## config.mk

```make
export PLATFORM = sky130hd
export DESIGN_NAME = updn_count_issuer
export DESIGN_NICKNAME = d
export VERILOG_FILES = /design/src/rtl/ncl_arb_pkg.sv /design/src/rtl/ncl_comp_sync.sv /design/src/rtl/updn_count_issuer.sv
export SDC_FILE = /design/constraint.sdc
export NUM_CORES = 1
export LEC_CHECK = 0
export CAP_MARGIN = 20
export CORE_ASPECT_RATIO = 0.9
export CORE_UTILIZATION = 40
export DETAILED_ROUTE_END_ITERATION = 16
export HOLD_SLACK_MARGIN = 0.06
export SETUP_SLACK_MARGIN = 0.4
export SYNTH_ARGS = -nofsm -noshare
export SYNTH_HDL_FRONTEND = slang
export SYNTH_HIERARCHICAL = 1
export SYNTH_SLANG_ARGS = --single-unit
```

## constraint.sdc

```tcl
create_clock -name clk -period 3.8 [get_ports clk]
set_input_delay 1.14 -clock clk [delete_from_list [all_inputs] [get_ports clk]]
set_output_delay 1.14 -clock clk [all_outputs]
set_load 0.005 [all_outputs]
```

## src/rtl/ncl_arb_pkg.sv

```systemverilog
// Shared types and constants for the clocked front end of the NCL up/down ring.
package ncl_arb_pkg;

    localparam int RAILS = 6;
    localparam logic [RAILS-1:0] SHADOW_RST = 6'b000001;

    typedef enum logic [2:0] {
        IDLE,
        UP_DATA,
        UP_NULL,
        DN_DATA,
        DN_NULL
    } arb_state_t;

endpackage

```

## src/rtl/ncl_comp_sync.sv

```systemverilog
// Multi-flop synchroniser for an asynchronous NCL completion signal.
module ncl_comp_sync #(
    parameter int SYNC_STAGES = 2
) (
    input  logic clk,
    input  logic init,
    input  logic d,
    output logic q
);

    logic [SYNC_STAGES-1:0] chain;

    always_ff @(posedge clk or posedge init) begin
        if (init) begin
            chain <= '0;
        end else begin
            chain[0] <= d;
            for (int unsigned i = 1; i < SYNC_STAGES; i++) begin
                chain[i] <= chain[i-1];
            end
        end
    end

    assign q = chain[SYNC_STAGES-1];

endmodule

```

## src/rtl/updn_count_issuer.sv

```systemverilog
// Nets up/down request pulses into a signed pending count and issues each unit
// as a four-phase NCL token on countup/countdn, mirroring the ring value one-hot.
module updn_count_issuer
    import ncl_arb_pkg::*;
#(
    parameter int PEND_W      = 4,
    parameter int SYNC_STAGES = 2,
    parameter int RAILS       = ncl_arb_pkg::RAILS
) (
    input  logic                     clk,
    input  logic                     init,
    input  logic                     up_req,
    input  logic                     dn_req,
    output logic                     up_ready,
    output logic                     dn_ready,
    output logic                     countup,
    input  logic                     countupCOMP,
    output logic                     countdn,
    input  logic                     countdnCOMP,
    output logic signed [PEND_W-1:0] pending,
    output logic [RAILS-1:0]         shadow_rail,
    output logic                     shadow_zero,
    output logic                     ovf
);

    localparam int IMAX = 2 ** (PEND_W - 1) - 1;
    localparam int IMIN = -(2 ** (PEND_W - 1));
    localparam logic signed [PEND_W-1:0] PMAX = PEND_W'(IMAX);
    localparam logic signed [PEND_W-1:0] PMIN = PEND_W'(IMIN);

    arb_state_t state;
    logic       upc_s, dnc_s;
    logic       acc_up, acc_dn, consume_up, consume_dn, drop;
    logic       pend_pos, pend_neg;
    int         sum;
    logic signed [PEND_W-1:0] pending_nx;

    ncl_comp_sync #(.SYNC_STAGES(SYNC_STAGES)) u_sync_up (
        .clk  (clk),
        .init (init),
        .d    (countupCOMP),
        .q    (upc_s)
    );

    ncl_comp_sync #(.SYNC_STAGES(SYNC_STAGES)) u_sync_dn (
        .clk  (clk),
        .init (init),
        .d    (countdnCOMP),
        .q    (dnc_s)
    );

    assign up_ready    = (pending != PMAX);
    assign dn_ready    = (pending != PMIN);
    assign acc_up      = up_req & up_ready;
    assign acc_dn      = dn_req & dn_ready;
    assign drop        = (up_req & ~up_ready) | (dn_req & ~dn_ready);
    assign consume_up  = (state == UP_DATA) & upc_s;
    assign consume_dn  = (state == DN_DATA) & dnc_s;
    assign pend_neg    = pending[PEND_W-1];
    assign pend_pos    = ~pending[PEND_W-1] & (|pending);
    assign shadow_zero = shadow_rail[0];

    // A consumption in the opposite direction of newly accepted requests can
    // step one past the range; clamp rather than wrap the sign.
    always_comb begin
        sum = int'(pending) + int'(acc_up) - int'(acc_dn)
            - int'(consume_up) + int'(consume_dn);
        if (sum > IMAX)
            pending_nx = PMAX;
        else if (sum < IMIN)
            pending_nx = PMIN;
        else
            pending_nx = PEND_W'(sum);
    end

    always_ff @(posedge clk or posedge init) begin
        if (init) begin
            state       <= IDLE;
            countup     <= 1'b0;
            countdn     <= 1'b0;
            pending     <= '0;
            ovf         <= 1'b0;
            shadow_rail <= SHADOW_RST;
        end else begin
            pending <= pending_nx;
            if (drop)
                ovf <= 1'b1;
            case (state)
                IDLE: begin
                    if (pend_pos) begin
                        countup <= 1'b1;
                        state   <= UP_DATA;
                    end else if (pend_neg) begin
                        countdn <= 1'b1;
                        state   <= DN_DATA;
                    end
                end
                UP_DATA: begin
                    if (upc_s) begin
                        countup     <= 1'b0;
                        shadow_rail <= {shadow_rail[RAILS-2:0], shadow_rail[RAILS-1]};
                        state       <= UP_NULL;
                    end
                end
                UP_NULL: begin
                    if (!upc_s)
                        state <= IDLE;
                end
                DN_DATA: begin
                    if (dnc_s) begin
                        countdn     <= 1'b0;
                        shadow_rail <= {shadow_rail[0], shadow_rail[RAILS-1:1]};
                        state       <= DN_NULL;
                    end
                end
                DN_NULL: begin
                    if (!dnc_s)
                        state <= IDLE;
                end
                default: state <= IDLE;
            endcase
        end
    end

endmodule

```

Yosys cells after proc, flatten, opt, wreduce, memory -nomap -nowiden --
Cells that the tools add are included.
Operators by class: muxes and demuxes 19, $lt $le $gt $ge 2, reductions and logical operators 9, bitwise operators 11, add/subtract/negate cells 4, eq/ne operators 14
Operator list (count):
- 3-bit 2-to-1 mux | 6
- 3-bit case mux with 5 select lines | 1
- 6-bit 2-to-1 mux | 2
- 6-bit case mux with 2 select lines | 1
- 2-bit inequality test (second input constant) | 5
- 7-bit by 2-bit adder with 8-bit output | 1
- 8-bit by 4-bit greater-than comparator with 1-bit output (second input constant) | 1
- 8-bit by 4-bit < comparator with 1-bit output (second input constant) | 1
- 4-bit 2-to-1 mux | 2
- 4-bit inequality test (second input constant) | 2
- 1-bit bitwise AND | 7
- 6-bit by 2-bit subtractor with 7-bit output | 1
- 3-bit by 2-bit == test with 1-bit output (second input constant) | 2
- 3-bit AND reduction | 2
- 2-bit nonzero test | 3
- 5-bit by 2-bit subtractor with 6-bit output | 1
- 4-bit by 2-bit adder with 5-bit output | 1
- 1-bit 2-to-1 mux | 5
- 5-bit AND reduction | 1
- 2-bit by 1-bit inequality test with 1-bit output (second input constant) | 2
- 1-bit case mux with 2 select lines | 2
- 4-bit AND reduction | 1
- 4-bit OR reduction | 1
- 3-bit by 1-bit == test with 1-bit output (second input constant) | 1
- other kinds (5) | 7
Word-level totals: output and inout port bits 16, bits in registers 20, logic and storage cells 67

Logic depth before layout (Yosys ltp) --
word-level depth 9, mapped depth 13

Cells and area by module --
Netlist, hierarchy kept.
By module, submodules not included:
- updn_count_issuer | instances 1, area an instance 1042.2 µm², cells each 101
- ncl_comp_sync | instances 2, area an instance 53.8 µm², cells each 3

Worst setup path after synthesis --
OpenSTA, ideal clock, no wires.
path kind input port to flip-flop, start point in dn_req, end point reg pending[1], slack 0.333 ns, arrival 3.348 ns, cell stages on the path 10, path buffers 0, cells stage by stage and2_1 > fa_1 > fa_1 > inv_1 > ha_1 > fa_1 > inv_1 > fa_1 > a21oi_1 > o21a_1
On the way: longest elaborated chain between the ends 7, elaborated cells between the ends (all ways) 8
Ends and longest elaborated chain:
- start: declaration | line updn_count_issuer.sv:13 | input logic dn_req,
- 1-bit bitwise AND (*) | line updn_count_issuer.sv:55 | assign acc_dn = dn_req & dn_ready;
- 5-bit by 2-bit subtractor with 6-bit output (*) | line updn_count_issuer.sv:66 | sum = int'(pending) + int'(acc_up) - int'(acc_dn)
- 6-bit by 2-bit subtractor with 7-bit output (*) | line updn_count_issuer.sv:67 | - int'(consume_up) + int'(consume_dn);
- 7-bit by 2-bit adder with 8-bit output (*) | line updn_count_issuer.sv:67
- 8-bit by 4-bit < comparator with 1-bit output | line updn_count_issuer.sv:70 | else if (sum < IMIN)
- 4-bit 2-to-1 mux | line updn_count_issuer.sv:70
- 4-bit 2-to-1 mux (*) | line updn_count_issuer.sv:68 | if (sum > IMAX)
- via pending_nx[1] | line updn_count_issuer.sv:36 | logic signed [PEND_W-1:0] pending_nx;
- end signal: assignment | line updn_count_issuer.sv:85 | pending <= pending_nx;
- end: declaration | line updn_count_issuer.sv:20 | output logic signed [PEND_W-1:0] pending,
The timed path passes the listed nets; every way through them passes the cells marked *. A chain may end at the register's enable or synchronous reset.

Worst setup path in the final report --
Same ends and word-level chain as after synthesis.

==> results.toml <==
[logic_synthesis]
yosysTopAreaCell = "dfrtp_1"
yosys.area_share.simple_pct = 9.79
ys_top_cells_by_count = "dfrtp_1, inv_1, mux2_2"
syn_area_sq_um = 1150
synth.distinct_cells = 30
synth_nets = 123
synthAdderAreaFrac_pct = 13.5
synthFlopType = "dfrtp_1"
ys_ff_latch = 20
synth_compound_area_share_pct = 12.5
synth_cells = 107
synth_xor_area_share_pct = 0
netlist.area_leader.share_pct = 41.3
synth_top_family_by_area = "adder cells"
synth.most_common_cell = "dfrtp_1"
ys.warnings.count = 6
async_reset_ff_share_pct = 100
avgSynthCellArea_sq_um = 10.7
seq_area_frac_synth_pct = 43.6
synthMuxAreaShare_pct = 12.6
synth_edf_count = 0
synthTopCellsByArea = "dfrtp_1, mux2_2, fa_1"

[route]
drcViolationCount = 0
first_iter_violations = 34
top_layer_used = "met4"
met2_length_um = 1000
ant_nets = 0
vias = 831
met1_length_um = 1010
dr.pass1.iters = 4
route.met3.wl_um = 114
post_drt_via_cell_ratio = 4.80
totalWireLength_um = 2160
wl_per_cell_um = 12.5

[global_route]
grtUsageTotal_pct = 14.8
grt_max_degree = 17
grt_pass1_vias = 729
grt_antenna_before_repair = 0
grt-ovfl-total = 0
grt_pass1_wl_um = 3260

[placement]
placed_area_sq_um = 1400
routabilityCongestion = 0.802
port_buffers = 21
place_hpwl_um = 1610
pre_cts_ws_ns = -0.203

[setup_path]
cp-end-kind = "flop"
cp.arrival_ns = 3.52
r2r_end = "pending[1]"
worstSetupStartpointType = "primary input"
crit_start = "dn_req"
crit_type = "primary input to flop"
r2r_cells = 13
reg2reg_from = "pending[2]"
cp_max_fo = 6
crit_path_end = "pending[1]"
crit_required_ns = 4.00
r2r_slack_ns = 0.55

[sta]
setup_slack_ns = 0.489
final_hold_viol_count = 0
post-route-period-util_pct = 87.1
setup_violations = 0
fin_skew_ns = 0.00724
worst_pin_slew_ns = 0.613
fmax_ghz = 0.302
period_needed_ns = 3.31
final_max_slew_viol_count = 0
relSlewSlack_pct = 59.1
rsz0062_at_grt = "no"
whs_ns = 0.359
tns_ns = 0

[clock_tree]
clockBufferDepth = 2
clkTransAtPathRegs_ns = 0.10
cts_tree = "built"
worst_skew_pair.late_latency_ns = 0.31
numClockSinks = 20
ctsHoldBuffers = 0
root_buffer = "clkbuf_4"
cts_buffers = 3
h-tree-depth = 1

[die]
die_area_sq_um = 3090
start_util_pct = 41.8
core_sq_um = 2750
rows = 18
fp.dieW_um = 58.5
die-height_um = 52.9
ios = 22

[power]
pwr-share-comb_pct = 61.6
ir_worst_vdd_v = 0.000700
p_int_uw = 719
leakage_uw = 0.000690
pwr-share-clk_pct = 10.2
switchingPower_uw = 488
p_total_uw = 1210
p_seq_share_pct = 28.2
swShare_pct = 40.4
power.density_nw_per_um2 = 803

[finish]
syn_to_final_growth_pct = 30.7
drive_gt1_share_pct = 31.6
final_nets = 150
final.fill_count = 264
antennaDiodeCount = 0
final_cell_area_sq_um = 1500

[hold_path]
hp-class = "flop to flop"

[run]
cap_violations = 0

[outcome]
status = "completed"
==> cell families after synthesis <==
kind of cell | after synthesis
mux | 13
simple gates | 19
flops | 20
fa+ha+maj | 10
compound gates | 23
buf+inv | 22
==> cell type report <==
| type | instances | area (sq um) | area share [%] |
|---|---|---|---|
| clock buffers | 4 | 36.3 | 2.41 |
| inverters | 16 | 62.6 | 4.16 |
| multi-input cells | 65 | 598 | 39.8 |
| flip-flops and latches | 20 | 503 | 33.5 |
| well taps | 40 | 50.0 | 3.33 |
| repair buffers | 28 | 253 | 16.8 |
==> flip-flops by register name, summed over array words and instances (netlist names) <==
| register | count |
|---|---|
| state | 3 |
| countdn | 1 |
| u_sync_dn/chain | 2 |
| shadow_rail | 6 |
| pending | 4 |
| u_sync_up/chain | 2 |
| ovf | 1 |
| countup | 1 |
==> metal layers <==
metal,track usage (%),vias up
li1,-,413
met3,5.13,5
met4,5.16,0
met5,0,-
met2,22.2,23
met1,19.7,390
==> worst max-delay path, cell delays in order <==
cell     delay (ns)
buf_2          0.10
and2_4         0.13
fa_1           0.45
fa_2           0.35
inv_2          0.07
ha_4           0.14
fa_2           0.19
inv_2          0.04
fa_2           0.65
a21oi_2        0.07
o21a_1         0.18
==> power groups by stage <==
| stage | clock, uW | sequential, uW | combinational (uW) |
|---|---|---|---|
| 6_report | 123 | 340 | 744 |
| 5_1_grt | 140 | 347 | 822 |
| 4_1_cts | 134 | 341 | 702 |
| 3_5_place_dp | 0 | 344 | 601 |
| 3_3_place_gp | 0 | 345 | 599 |
| 2_1_floorplan | 0 | 312 | 451 |
==> worst min path at each step <==
stage | startpoint | cells past startpoint | endpoint | slack, ns
floorplan | u_sync_dn/chain[0] | 0 | u_sync_dn/chain[1] | 0.33
CTS | u_sync_dn/chain[0] | 0 | u_sync_dn/chain[1] | 0.37
finish | u_sync_dn/chain[0] | 0 | u_sync_dn/chain[1] | 0.36
detailed placement | u_sync_dn/chain[0] | 0 | u_sync_dn/chain[1] | 0.34
global placement | u_sync_dn/chain[0] | 0 | u_sync_dn/chain[1] | 0.33
global route | u_sync_dn/chain[0] | 0 | u_sync_dn/chain[1] | 0.37
==> what timing repair did <==
action	in CTS	in global routing
endpoints found under the setup margin	4	3
resized for setup	18	6
buffers inserted	1	4
pin swaps	8	3
==> cells in the final DEF (no fill, tap or decap), drive strengths merged <==
| cell type | n |
|---|---|
| clkbuf | 5 |
| a211oi | 1 |
| buf | 8 |
| a21oi | 7 |
| dfrtp | 19 |
| mux2i | 1 |
| nand3 | 2 |
| inv | 16 |
| and2 | 1 |
| dfstp | 1 |
| nand3b | 2 |
| a21boi | 1 |
| nand2 | 7 |
| or2 | 1 |
| a41oi | 1 |
| o31ai | 1 |
| nor2 | 1 |
| mux2 | 12 |
| nor3b | 2 |
| or3b | 1 |
| ha | 6 |
| clkdlybuf4s50 | 19 |
| fa | 4 |
| o21ai | 7 |
| o211a | 1 |
| o21ba | 1 |
| nor3 | 2 |
| o21a | 3 |
==> through the flow <==
stage	instances	utilization (%)
after CTS	169	53.3
after global placement	164	50.9
after global routing	173	54.7
after floorplan	107	-
final	173	54.7
after detailed placement	164	50.9
Power figures use the tool's default switching activity.
